<file path="src/rtl/cordic_pkg.sv">
// Shared types and helpers for the CORDIC dot-product accumulator.
// Result entries are sized from the default operand and guard widths.
package cordic_pkg;

    localparam int WIDTH_DEF = 8;
    localparam int GUARD_DEF = 4;
    localparam int CNT_W_DEF = 8;

    function automatic int acc_w(input int width, input int guard);
        return 2 * width + guard;
    endfunction

    localparam int ACC_W = acc_w(WIDTH_DEF, GUARD_DEF);

    typedef struct packed {
        logic signed [ACC_W-1:0] sum;
        logic [CNT_W_DEF-1:0]    cnt;
        logic                    sat;
    } dot_res_t;

    function automatic logic [ACC_W-1:0] sat_max();
        return {1'b0, {(ACC_W-1){1'b1}}};
    endfunction

    function automatic logic [ACC_W-1:0] sat_min();
        return {1'b1, {(ACC_W-1){1'b0}}};
    endfunction

endpackage

</file>
<file path="src/rtl/cordic_res_fifo.sv">
// Small synchronous FIFO of completed dot-product results.
// Pointers carry a wrap bit so occupancy is a plain subtraction.
module cordic_res_fifo
    import cordic_pkg::*;
#(
    parameter int DEPTH = 4
) (
    input  logic                     clk_i,
    input  logic                     aresetn_i,
    input  logic                     push_i,
    input  dot_res_t                 data_i,
    input  logic                     pop_i,
    output dot_res_t                 data_o,
    output logic                     valid_o,
    output logic [$clog2(DEPTH):0]   count_o
);

    localparam int AW = $clog2(DEPTH);

    logic [AW:0] wptr_q, wptr_d;
    logic [AW:0] rptr_q, rptr_d;
    dot_res_t    mem_q [DEPTH];
    logic        empty, full, do_push, do_pop;

    assign count_o = wptr_q - rptr_q;
    assign empty   = (count_o == '0);
    assign full    = (count_o == (AW+1)'(DEPTH));
    assign do_pop  = pop_i && !empty;
    assign do_push = push_i && (!full || do_pop);
    assign valid_o = !empty;

    always_comb begin
        wptr_d = wptr_q + (AW+1)'(do_push);
        rptr_d = rptr_q + (AW+1)'(do_pop);
    end

    always_ff @(posedge clk_i or negedge aresetn_i) begin
        if (!aresetn_i) begin
            wptr_q <= '0;
            rptr_q <= '0;
        end else begin
            wptr_q <= wptr_d;
            rptr_q <= rptr_d;
        end
    end

    // NOTE: storage has no reset; the pointers alone define emptiness, and the
    // head is forced to zero while empty so nothing stale is ever visible.
    always_ff @(posedge clk_i) begin
        if (do_push) mem_q[wptr_q[AW-1:0]] <= data_i;
    end

    assign data_o = empty ? '0 : mem_q[rptr_q[AW-1:0]];

    push_while_full_a : assert property (
        @(posedge clk_i) disable iff (!aresetn_i) !(push_i && full && !pop_i));

endmodule

</file>
<file path="src/rtl/cordic_dot_acc.sv">
// Re-aligns valid/last with the fixed-latency multiplier output, accumulates
// saturating dot products and hands them out through a credit-gated FIFO.
module cordic_dot_acc
    import cordic_pkg::*;
#(
    parameter int WIDTH      = WIDTH_DEF,
    parameter int LATENCY    = 8,
    parameter int GUARD      = GUARD_DEF,
    parameter int CNT_W      = CNT_W_DEF,
    parameter int FIFO_DEPTH = 4,
    localparam int SUM_W     = acc_w(WIDTH, GUARD)
) (
    input  logic               clk_i,
    input  logic               aresetn_i,
    input  logic               in_valid_i,
    input  logic               in_last_i,
    output logic               in_ready_o,
    input  logic [2*WIDTH-1:0] prod_i,
    output logic [SUM_W-1:0]   sum_o,
    output logic [CNT_W-1:0]   count_o,
    output logic               sat_o,
    output logic               sum_valid_o,
    input  logic               sum_ready_i
);

    localparam int FC_W = $clog2(FIFO_DEPTH) + 1;
    localparam int CR_W = $clog2(FIFO_DEPTH + LATENCY + 1);

    logic [LATENCY-1:0] dl_valid_q, dl_valid_d;
    logic [LATENCY-1:0] dl_last_q, dl_last_d;
    logic [SUM_W-1:0]   acc_q, acc_d;
    logic [CNT_W-1:0]   cnt_q, cnt_d;
    logic               sat_q, sat_d;
    logic               first_q, first_d;

    logic               accept, tap_valid, tap_last, push, ovf;
    logic [CR_W-1:0]    lasts, credits;
    logic [FC_W-1:0]    fifo_count;
    logic [SUM_W-1:0]   base, prod_ext, acc_next;
    logic [SUM_W:0]     sum_wide;
    logic [CNT_W-1:0]   cnt_base, cnt_next;
    logic               sat_next;
    dot_res_t           push_data, head;

    assign accept    = in_valid_i && in_ready_o;
    assign tap_valid = dl_valid_q[LATENCY-1];
    assign tap_last  = dl_last_q[LATENCY-1];
    assign push      = tap_valid && tap_last;

    // Every in-flight last beat has a FIFO slot reserved for it.
    always_comb begin
        lasts = '0;
        for (int i = 0; i < LATENCY; i++) begin
            lasts = lasts + CR_W'(dl_valid_q[i] & dl_last_q[i]);
        end
        credits    = CR_W'(FIFO_DEPTH) - CR_W'(fifo_count) - lasts;
        in_ready_o = (credits != '0);
    end

    always_comb begin
        base     = first_q ? '0 : acc_q;
        prod_ext = {{GUARD{prod_i[2*WIDTH-1]}}, prod_i};
        sum_wide = {base[SUM_W-1], base} + {prod_ext[SUM_W-1], prod_ext};
        ovf      = (sum_wide[SUM_W] != sum_wide[SUM_W-1]);
        if (!ovf)                acc_next = sum_wide[SUM_W-1:0];
        else if (sum_wide[SUM_W]) acc_next = sat_min();
        else                     acc_next = sat_max();
        cnt_base = first_q ? '0 : cnt_q;
        cnt_next = (&cnt_base) ? cnt_base : cnt_base + CNT_W'(1);
        sat_next = (first_q ? 1'b0 : sat_q) | ovf;
    end

    // NOTE: every signal driven here gets a default before any branch, so no
    // path leaves a value unassigned and no latch is inferred.
    always_comb begin
        dl_valid_d = {dl_valid_q[LATENCY-2:0], accept};
        dl_last_d  = {dl_last_q[LATENCY-2:0], in_last_i};
        acc_d      = acc_q;
        cnt_d      = cnt_q;
        sat_d      = sat_q;
        first_d    = first_q;
        if (tap_valid) begin
            if (tap_last) begin
                acc_d   = '0;
                cnt_d   = '0;
                sat_d   = 1'b0;
                first_d = 1'b1;
            end else begin
                acc_d   = acc_next;
                cnt_d   = cnt_next;
                sat_d   = sat_next;
                first_d = 1'b0;
            end
        end
    end

    always_comb begin
        push_data     = '0;
        push_data.sum = acc_next;
        push_data.cnt = cnt_next;
        push_data.sat = sat_next;
    end

    // NOTE: sequential state is only ever updated with non-blocking assignments.
    always_ff @(posedge clk_i or negedge aresetn_i) begin
        if (!aresetn_i) begin
            dl_valid_q <= '0;
            dl_last_q  <= '0;
            acc_q      <= '0;
            cnt_q      <= '0;
            sat_q      <= 1'b0;
            first_q    <= 1'b1;
        end else begin
            dl_valid_q <= dl_valid_d;
            dl_last_q  <= dl_last_d;
            acc_q      <= acc_d;
            cnt_q      <= cnt_d;
            sat_q      <= sat_d;
            first_q    <= first_d;
        end
    end

    cordic_res_fifo #(
        .DEPTH (FIFO_DEPTH)
    ) u_fifo (
        .clk_i     (clk_i),
        .aresetn_i (aresetn_i),
        .push_i    (push),
        .data_i    (push_data),
        .pop_i     (sum_ready_i),
        .data_o    (head),
        .valid_o   (sum_valid_o),
        .count_o   (fifo_count)
    );

    assign sum_o   = head.sum;
    assign count_o = head.cnt;
    assign sat_o   = head.sat;

endmodule

</file>
<file path="config.mk">
export PLATFORM = sky130hd
export DESIGN_NAME = cordic_dot_acc
export DESIGN_NICKNAME = d
export VERILOG_FILES = /design/src/rtl/cordic_pkg.sv /design/src/rtl/cordic_res_fifo.sv /design/src/rtl/cordic_dot_acc.sv
export SDC_FILE = /design/constraint.sdc
export NUM_CORES = 1
export LEC_CHECK = 0
export ABC_CLOCK_PERIOD_IN_PS = 4350
export CAP_MARGIN = 20
export CORE_UTILIZATION = 58
export CTS_BUF_LIST = sky130_fd_sc_hd__clkbuf_4 sky130_fd_sc_hd__clkbuf_8 sky130_fd_sc_hd__clkbuf_16
export CTS_CLUSTER_SIZE = 20
export DETAILED_ROUTE_END_ITERATION = 8
export DONT_BUFFER_PORTS = 1
export GPL_TIMING_DRIVEN = 0
export PLACE_DENSITY = 0.84
export SYNTH_ARGS = -nofsm -noshare
export SYNTH_HDL_FRONTEND = slang
export SYNTH_SLANG_ARGS = --single-unit
export TNS_END_PERCENT = 20
</file>
<file path="constraint.sdc">
create_clock -name clk_i -period 4.35 [get_ports clk_i]
set_clock_uncertainty 0.05 [all_clocks]
set_input_delay 0.435 -clock clk_i [delete_from_list [all_inputs] [get_ports clk_i]]
set_output_delay 0.435 -clock clk_i [all_outputs]
set_load 0.05 [all_outputs]
</file>
==> impl_metrics.ini, run 1 <==
[logic_synthesis]
post-synth-top-count-cell = sky130_fd_sc_hd__edfxtp_1
ys_seq_elements = 168
synth-seq-area-share_pct = 57.9
yosys.cell_types.count = 70
synthCells = 604
synth-edff-count = 116
synth.top_cells.by_area = sky130_fd_sc_hd__edfxtp_1 42%, sky130_fd_sc_hd__dfrtp_1 15%, sky130_fd_sc_hd__mux4_2 7.9%
count_of_yosys_warnings_during_synthesis = 0
synth.largest_area_cell = sky130_fd_sc_hd__edfxtp_1
netlist.area_leader.share_pct = 42.1
post_synth_instance_area_um2 = 8270
ys_dominant_reg_cell = sky130_fd_sc_hd__edfxtp_1
synth.top_cells.by_count = 116 x sky130_fd_sc_hd__edfxtp_1, 55 x sky130_fd_sc_hd__nor2b_1, 51 x sky130_fd_sc_hd__dfrtp_1, 36 x sky130_fd_sc_hd__o21ai_0, 34 x sky130_fd_sc_hd__ha_1
synthArstFlopShare_pct = 31.0
synth_nets = 666
avgSynthCellArea_um2 = 13.7

[outcome]
outcome = complete, but fails checks
failing_checks = setup timing

[cts]
clock-root-buffer = sky130_fd_sc_hd__clkbuf_16
clock_path_buffers = 2
insertion_delay_ps = 430
clock_tree_from_tritoncts = done
htree_num_levels = 4
cts_inserted_buffers = 17
clock_sink_count = 168
cts.reportedPaths.clkPinSlew_ps = 70

[timing]
setup_viol = 1
fin_crit_ps = 4840
grt_setup_unrepaired = true
max_slew.worst_pin.slew_ps = 1070
post_route_setup_tns_ps = -487
slew-limit-headroom_pct = 28.8
postLayoutSetupSlackWorst_ps = -487
period_share_pct = 111
max_clock_freq_ghz = 0.207
final-hold-violation-count = 0
final_max_slew_viol_count = 0

[setup_path]
timing.critical_path.depth = 14
critical_path_class = flop to primary output
worstRegToRegCells = 15
cp_top_family = adder cells
worst_path_max_delay_cell = sky130_fd_sc_hd__fa_2
worstPathCellList = ha_4 > fa_2 > inv_2 > fa_1 > inv_2 > fa_2 > inv_2 > fa_1 > ha_1 > inv_2 > ha_4 > xnor2_2 > xnor2_1 > or4_4
worstPathMaxFanout = 2
crit_path_frequent_cell = sky130_fd_sc_hd__inv_2
critical_path.max_stage_delay_ps = 600
worstSetupEndpointType = primary output
critical_path.n_buffers_inverters = 4
start_kind = flop
crit_required_ps = 3870
worst-endpoint-arrival_ps = 4350

[detailed_routing]
drc_errors = 0
wire_per_inst_um = 23.6
drt_first_iter_violations = 759
route.final.wire_length_um = 19800
vias = 5505
vias_per_cell = 6.57
detail-route-antenna-nets = 0
drtPass1Iterations = 5

[floorplanning]
initial_core_util_pct = 59.5
coreArea_um2 = 13900
floorplan.die_area_um2 = 14700
die-height_um = 121
pin_count = 52
die_w_um = 121
core.rowCount = 43

[cells_and_area]
ratio_of_cells_with_drive_above_1_in_the_final_layout_pct = 20.4
finalNetCount = 707
nFillCells = 901
antenna-diode-count = 0
flow.area_growth_from_synthesis_pct = 13.7
finalNonFillerCells = 838

[global_route]
grt_util_all_layers_pct = 27.9
total_congestion_overflow_after_global_routing = 0
number_of_global_route_vias_before_repair = 5451
grt_pass1_wl_um = 30000
grt_antenna_before_repair = 1
largest_net_degree_at_the_start_of_global_routing = 53

[hold_path]
hold_depth = 1
min-delay-path-class = primary input to flop

[placed_design]
dpl_wire_length_um = 12900
port-buffer-count = 0
placedCellCount = 800
gp_routability_congestion = 0.897

[flow_run]
drv_cap = 0
registers in the layout, indices dropped and copies added, names as in the netlist:
signal         flops
u_fifo.rptr_q      3
dl_valid_q         8
cnt_q              8
acc_q             20
u_fifo.wptr_q      3
first_q            1
sat_q              1
u_fifo.mem_q     116
dl_last_q          8
worst paths after layout:
kind / slack [ps] / start / to
setup / recovery: -490 / u_fifo.rptr_q[0] / in_ready_o
hold / removal: 110 / in_valid_i / dl_valid_q[0]
setup reg to reg: 80 / u_fifo.rptr_q[0] / dl_valid_q[0]
hold reg to reg: 320 / dl_last_q[4] / dl_last_q[5]
max in group asynchronous: 3490 / aresetn_i / first_q
min in group asynchronous: 480 / aresetn_i / u_fifo.rptr_q[1]
area by class of cell:
cell class              instances  area (um2)  share of cell area (%)
inverters                      24        95.1                    1.01
well taps                     180         225                    2.40
clock inverters                14         189                    2.01
clock buffers                  18         433                    4.61
repair buffers                 24         216                    2.30
plain buffers                  20         121                    1.29
flip-flops and latches        168        4790                    50.9
multi-input cells             390        3330                    35.4
placed cells by master (no fill, tap or decap), types with 4 or more instances in the layout:
cell / count
sky130_fd_sc_hd__a32o_1: 5
sky130_fd_sc_hd__o21ai_0: 36
sky130_fd_sc_hd__inv_2: 6
sky130_fd_sc_hd__and2_1: 7
sky130_fd_sc_hd__a21oi_1: 26
sky130_fd_sc_hd__fa_1: 5
sky130_fd_sc_hd__and3_1: 4
sky130_fd_sc_hd__buf_4: 18
sky130_fd_sc_hd__a21o_1: 4
sky130_fd_sc_hd__maj3_2: 5
sky130_fd_sc_hd__nor3_1: 4
sky130_fd_sc_hd__nand4_1: 5
sky130_fd_sc_hd__clkbuf_16: 17
sky130_fd_sc_hd__xnor2_1: 8
sky130_fd_sc_hd__nor2b_1: 55
sky130_fd_sc_hd__dfrtp_1: 50
sky130_fd_sc_hd__ha_1: 32
sky130_fd_sc_hd__mux4_2: 29
sky130_fd_sc_hd__nor4_2: 4
sky130_fd_sc_hd__nand2_1: 32
sky130_fd_sc_hd__clkbuf_1: 12
sky130_fd_sc_hd__xor2_1: 12
sky130_fd_sc_hd__edfxtp_1: 116
sky130_fd_sc_hd__inv_6: 5
sky130_fd_sc_hd__nor2_1: 21
sky130_fd_sc_hd__nand3_1: 12
sky130_fd_sc_hd__inv_1: 17
sky130_fd_sc_hd__buf_6: 6
sky130_fd_sc_hd__a22o_1: 13
metrics by stage:
stage | worst slack (ps) | hold slack (ps) | area (um2) | utilization, %
6_report | -487 | 107 | 9400 | 67.7
5_1_grt | -588 | 86.9 | 9400 | 67.7
4_1_cts | -555 | 79.2 | 9370 | 67.5
3_5_place_dp | -460 | 90.2 | 8650 | 62.3
3_3_place_gp | -2120 | 91.1 | 8490 | 61.2
2_1_floorplan | -273 | 89.4 | 8270 | -
cell families (layout without fill, tap and decap cells):
kind of cell               Yosys count  after routing  synth area share [%]
AOI/OAI and AO/OA                  128            128                  10.7
xor gates and xnor gates            21             21                  2.23
adders and majority gates           46             46                  7.52
buffers and inverters               46            100                  2.69
DFF                                168            168                  57.9
muxes                               31             31                  8.16
and+or+nand+nor                    164            164                  10.7
per-layer routing:
layer	vias to the layer above	wire length [um]	GRT usage, %	share of wire (%)
li1	2357	-	-	-
met1	2767	7910	36.6	40
met2	336	9810	45.7	50
met3	43	1630	6.86	8.2
met4	2	398	8.87	2.0
met5	-	11	0	0.056
repair_timing:
action	in CTS	in global routing
buffers inserted	3	1
pin swaps	10	2
setup endpoints to repair	46	46
endpoints found under the hold margin	53	0
gates resized for setup	12	6
hold buffers	3	0
Power of run 1 is not shown: default switching activity piles up to over one toggle a cycle in this logic, so the estimate is an artifact.
==> run 2: changes to the inputs <==
--- a/config.mk
+++ b/config.mk
@@ -14,6 +14,7 @@
 export DONT_BUFFER_PORTS = 1
 export GPL_TIMING_DRIVEN = 0
 export PLACE_DENSITY = 0.84
+export RECOVER_POWER = 25
 export SYNTH_ARGS = -nofsm -noshare
 export SYNTH_HDL_FRONTEND = slang
 export SYNTH_SLANG_ARGS = --single-unit
==> impl_metrics.ini, run 2 (synthesized netlist as in run 1, its figures left out) <==
[setup_path]
crit_required_ps = 3870
crit_start = u_fifo.rptr_q[0]
timing.rr.start = u_fifo.rptr_q[0]
start_kind = flop
worstPathMaxFanout = 2
worstSetupEndpointType = primary output
critical_path_class = flop to primary output
worst-endpoint-arrival_ps = 4360

[cts]
cts.reportedPaths.clkPinSlew_ps = 70
clock_tree_from_tritoncts = done
htree_num_levels = 4
clock_path_buffers = 2
clock-root-buffer = sky130_fd_sc_hd__clkbuf_16
insertion_delay_ps = 430
cts_inserted_buffers = 17
clock_sink_count = 168

[timing]
period_share_pct = 111
final_max_slew_viol_count = 53
fin_crit_ps = 4840
max_clock_freq_ghz = 0.206
grt_setup_unrepaired = true
postLayoutSetupSlackWorst_ps = -494
post_route_setup_tns_ps = -494
slew-limit-headroom_pct = -91.4
max_slew.worst_pin.slew_ps = 2870
setup_viol = 1
final-hold-violation-count = 0

[global_route]
met2_usage_pct = 45.7
number_of_global_route_vias_before_repair = 5451
groute.layer.met3.usage_pct = 6.86
grt_util_all_layers_pct = 27.9
grt_pass1_wl_um = 30000
grt_util_met1_pct = 36.6
busiest_layer_in_global_routing = met2
grt_antenna_before_repair = 1
total_congestion_overflow_after_global_routing = 0
largest_net_degree_at_the_start_of_global_routing = 53

[cells_and_area]
seqCellArea_um2 = 4790
top_library_cells_by_usage_in_the_layout_fill_and_taps_aside = 116 x sky130_fd_sc_hd__edfxtp_1, 55 x sky130_fd_sc_hd__nor2b_1, 50 x sky130_fd_sc_hd__dfrtp_1
nFillCells = 905
multi_input_comb_area_um2 = 3330
antenna-diode-count = 0
flip_flop_count_of_the_largest_register_after_layout = 116
ratio_of_cells_with_drive_above_1_in_the_final_layout_pct = 20.1
post-route-cell-area_um2 = 9370
flow.area_growth_from_synthesis_pct = 13.4
layout.cells.most_common = sky130_fd_sc_hd__edfxtp_1
finalNetCount = 707

[detailed_routing]
drtPass1Iterations = 5
vias_per_cell = 6.58
detail-route-antenna-nets = 0
wire_per_inst_um = 23.6
route.final.wire_length_um = 19800
vias = 5518
drc_errors = 0
drt_first_iter_violations = 768

[floorplanning]
pin_count = 52
initial_core_util_pct = 59.5
die-height_um = 121
floorplan.die_area_um2 = 14700
die_w_um = 121
core.rowCount = 43
coreArea_um2 = 13900

[placed_design]
post-place-ws_ps = -460
port-buffer-count = 0
dpl_wire_length_um = 12900
gp_routability_congestion = 0.897
placed_cell_area_um2 = 8650

[outcome]
outcome = complete, but fails checks
failing_checks = capacitance limit, slew limit, setup timing

[flow_run]
drv_cap = 1

[hold_path]
holdCritStartpoint = in_valid_i
min-delay-path-class = primary input to flop
run 2: path summary, 6_finish.rpt:
check                      cells after the start                to  slack (ps)
min in group asynchronous                      2  u_fifo.rptr_q[1]        1450
max in group asynchronous                      2  u_fifo.wptr_q[1]         970
min reg2reg                                    0      dl_last_q[5]         320
max                                           14        in_ready_o        -490
min                                            1     dl_valid_q[0]         100
max reg2reg                                   15     dl_valid_q[0]          80
run 2: through the flow:
| stage | util [%] | hold WS (ps) | cells |
|---|---|---|---|
| final | 67.5 | 105 | 838 |
| after global routing | 67.5 | 86.9 | 838 |
| after CTS | 67.5 | 79.2 | 837 |
| after detailed placement | 62.3 | 90.2 | 800 |
| after global placement | 61.2 | 91.1 | 784 |
| after floorplan | - | 89.4 | 604 |
run 2: critical path: stages (launching register included):
cell,delay [ps]
sky130_fd_sc_hd__dfrtp_1,420
sky130_fd_sc_hd__ha_4,190
sky130_fd_sc_hd__fa_2,600
sky130_fd_sc_hd__inv_2,50
sky130_fd_sc_hd__fa_1,490
sky130_fd_sc_hd__inv_2,50
sky130_fd_sc_hd__fa_2,360
sky130_fd_sc_hd__inv_2,70
sky130_fd_sc_hd__fa_1,410
sky130_fd_sc_hd__ha_1,300
sky130_fd_sc_hd__inv_2,40
sky130_fd_sc_hd__ha_4,150
sky130_fd_sc_hd__xnor2_2,130
sky130_fd_sc_hd__xnor2_1,140
sky130_fd_sc_hd__or4_4,540
run 2: layout make-up:
cell class	instances	share of cell area, %
Timing Repair Buffer	24	2.06
Tap cell	180	2.40
Multi-Input combinational cell	390	35.5
Buffer	20	1.29
Sequential cell	168	51.1
Clock inverter	14	2.02
Clock buffer	18	4.62
Inverter	24	1.01
run 2: layer usage:
metal	up-vias	share of wire, %
li1	2361	-
met1	2750	40
met2	358	49
met3	47	8.8
met4	2	2.3
met5	-	0.056
run 2: timing repair:
action,in CTS,in global routing
endpoints found under the setup margin,46,46
endpoints found under the hold margin,53,0
resized for setup,12,6
pin swaps,10,2
setup buffers,3,1
hold buffers,3,0
Power of run 2 is left out for the same reason.
==> run 3: changes to the inputs <==
--- a/config.mk
+++ b/config.mk
@@ -5,7 +5,6 @@
 export SDC_FILE = /design/constraint.sdc
 export NUM_CORES = 1
 export LEC_CHECK = 0
-export ABC_CLOCK_PERIOD_IN_PS = 4350
 export CAP_MARGIN = 20
 export CORE_UTILIZATION = 58
 export CTS_BUF_LIST = sky130_fd_sc_hd__clkbuf_4 sky130_fd_sc_hd__clkbuf_8 sky130_fd_sc_hd__clkbuf_16
@@ -17,5 +16,6 @@
 export RECOVER_POWER = 25
 export SYNTH_ARGS = -nofsm -noshare
 export SYNTH_HDL_FRONTEND = slang
+export SYNTH_HIERARCHICAL = 1
 export SYNTH_SLANG_ARGS = --single-unit
 export TNS_END_PERCENT = 20
==> impl_metrics.ini, run 3 <==
[outcome]
outcome = complete, but fails checks
failing_checks = capacitance limit, slew limit, setup timing

[timing]
post_route_setup_tns_ps = -445
postLayoutSetupSlackWorst_ps = -445
slew-limit-headroom_pct = -89.5
final-hold-violation-count = 0
final_max_slew_viol_count = 53
max_slew.worst_pin.slew_ps = 2840
period_share_pct = 110
grt_setup_unrepaired = true
max_clock_freq_ghz = 0.209
setup_viol = 1
fin_crit_ps = 4800
worst_hold_slack_ps = 102

[setup_path]
crit_path_frequent_cell = sky130_fd_sc_hd__inv_2
start_kind = flop
worst_path_max_delay_cell = sky130_fd_sc_hd__fa_2
worstPathCellList = inv_2 > ha_4 > fa_2 > inv_2 > fa_1 > inv_1 > fa_2 > inv_2 > fa_1 > ha_1 > inv_1 > ha_2 > xnor2_2 > xnor2_1 > or4_4
worstPathMaxFanout = 2
timing.rr.start = u_fifo/wptr_q[0]
crit_required_ps = 3870
critical_path.max_stage_delay_ps = 550
worstSetupEndpointType = primary output
cp_top_family = adder cells
critical_path.n_buffers_inverters = 5
critical_path_class = flop to primary output
worst-endpoint-arrival_ps = 4310
crit_start = u_fifo/wptr_q[0]

[placed_design]
gp_routability_congestion = 0.871
dpl_wire_length_um = 12200
port-buffer-count = 0
placedCellCount = 801

[hold_path]
min-delay-path-class = primary input to flop
holdCritStartpoint = in_valid_i

[logic_synthesis]
yosys-mux-area-fraction_pct = 8.08
post_synth_instance_area_um2 = 8390
ys_dominant_reg_cell = sky130_fd_sc_hd__edfxtp_1
ys_seq_elements = 168
yosys.cell_types.count = 71
synthAdderAreaFrac_pct = 7.47
synth-edff-count = 116
synth.top_cells.by_area = sky130_fd_sc_hd__edfxtp_1 42%, sky130_fd_sc_hd__dfrtp_1 15%, sky130_fd_sc_hd__mux4_2 7.5%
synth.largest_area_cell = sky130_fd_sc_hd__edfxtp_1
synth_compound_area_share_pct = 14.5
count_of_yosys_warnings_during_synthesis = 6
netlist.area_leader.share_pct = 41.5
avgSynthCellArea_um2 = 13.5
synth_top_family_by_area = compound AO/OA/AOI/OAI gates
synthCells = 621
synth_simple_gate_area_share_pct = 6.44
synth_nets = 683
synth.top_cells.by_count = 116 x sky130_fd_sc_hd__edfxtp_1, 51 x sky130_fd_sc_hd__dfrtp_1, 38 x sky130_fd_sc_hd__o21ai_0, 36 x sky130_fd_sc_hd__inv_1, 34 x sky130_fd_sc_hd__ha_1
post-synth-top-count-cell = sky130_fd_sc_hd__edfxtp_1
xor_xnor_portion_of_the_synthesized_cell_area_pct = 2.58
synth-seq-area-share_pct = 57.0
synthArstFlopShare_pct = 31.0

[cts]
clock_path_buffers = 2
insertion_delay_ps = 410
cts_inserted_buffers = 17
htree_num_levels = 4
clock_sink_count = 168
clock-root-buffer = sky130_fd_sc_hd__clkbuf_16
clock_tree_from_tritoncts = done
cts.reportedPaths.clkPinSlew_ps = 60

[global_route]
number_of_global_route_vias_before_repair = 5378
grt_pass1_wl_um = 27700
largest_net_degree_at_the_start_of_global_routing = 53
grt_antenna_before_repair = 0
total_congestion_overflow_after_global_routing = 0
grt_util_all_layers_pct = 25.0

[cells_and_area]
flow.area_growth_from_synthesis_pct = 11.2
layout.cells.most_common = sky130_fd_sc_hd__edfxtp_1
finalNonFillerCells = 839
top_library_cells_by_usage_in_the_layout_fill_and_taps_aside = 116 x sky130_fd_sc_hd__edfxtp_1, 51 x sky130_fd_sc_hd__dfrtp_1, 38 x sky130_fd_sc_hd__o21ai_0
ratio_of_cells_with_drive_above_1_in_the_final_layout_pct = 17.1
finalNetCount = 708
flip_flop_count_of_the_largest_register_after_layout = 116
antenna-diode-count = 0

[detailed_routing]
drc_errors = 0
drtPass1Iterations = 5
vias = 5346
detail-route-antenna-nets = 0
drt_first_iter_violations = 450
route.final.wire_length_um = 17700
vias_per_cell = 6.37
wire_per_inst_um = 21.1

[floorplanning]
pin_count = 52
initial_core_util_pct = 60.0
die_w_um = 122
coreArea_um2 = 14000
floorplan.die_area_um2 = 15000
die-height_um = 122
core.rowCount = 43

[flow_run]
drv_cap = 1
run 3: path summary, 6_finish.rpt:
| check | slack [ps] | depth (start not counted) | endpoint |
|---|---|---|---|
| max in group asynchronous | 1190 | 2 | acc_q[12] |
| max reg2reg | 90 | 16 | dl_valid_q[0] |
| min | 100 | 1 | dl_valid_q[0] |
| min reg2reg | 310 | 0 | dl_last_q[5] |
| max | -450 | 15 | in_ready_o |
| min in group asynchronous | 1420 | 2 | u_fifo/rptr_q[1] |
run 3: cells by family after synthesis:
kind of cell	after synthesis
adders and majority gates	47
DFF	168
buffers and inverters	70
xor gates and xnor gates	23
and+or+nand+nor	109
muxes	31
AOI/OAI and AO/OA	173
run 3: cell type report:
type / count / area (um2)
Buffer: 30 / 183
Clock buffer: 30 / 577
Clock inverter: 2 / 35.0
Fill cell: 935 / 4660
Inverter: 37 / 139
Multi-Input combinational cell: 383 / 3320
Sequential cell: 168 / 4790
Tap cell: 180 / 225
Timing Repair Buffer: 9 / 68.8
run 3: metal layers:
metal	vias to the layer above	wire length, um	global-route usage, %	share of wire [%]
li1	2394	-	-	-
met1	2726	7560	32.2	43
met2	204	8780	41.2	50
met3	22	1080	5.25	6.1
met4	0	307	10.7	1.7
met5	-	0	0	0
run 3: repair_timing:
item	4_1_cts	5_1_grt
setup buffers	4	2
hold endpoints to repair	53	0
pin swaps	7	6
endpoints found under the setup margin	6	55
gates resized for setup	13	0
hold buffers	3	0
run 3: worst reg2reg max path, cell delays in order (launching register included):
cell,delay [ps]
sky130_fd_sc_hd__dfrtp_1,370
sky130_fd_sc_hd__inv_2,70
sky130_fd_sc_hd__ha_4,150
sky130_fd_sc_hd__fa_2,550
sky130_fd_sc_hd__inv_2,60
sky130_fd_sc_hd__fa_1,490
sky130_fd_sc_hd__inv_1,50
sky130_fd_sc_hd__fa_2,330
sky130_fd_sc_hd__inv_2,60
sky130_fd_sc_hd__fa_1,420
sky130_fd_sc_hd__ha_1,300
sky130_fd_sc_hd__inv_1,40
sky130_fd_sc_hd__ha_2,180
sky130_fd_sc_hd__xnor2_2,140
sky130_fd_sc_hd__xnor2_1,140
sky130_fd_sc_hd__or4_4,540
sky130_fd_sc_hd__and2_1,200
run 3: per-stage QoR:
step | cell area, um2 | setup WS [ps] | utilization (%)
2_1_floorplan | 8400 | 4.28 | -
3_3_place_gp | 8620 | -239 | 61.6
3_5_place_dp | 8630 | -309 | 61.7
4_1_cts | 9350 | -583 | 66.8
5_1_grt | 9330 | -570 | 66.7
6_report | 9330 | -445 | 66.7
Power of run 3 is left out for the same reason.
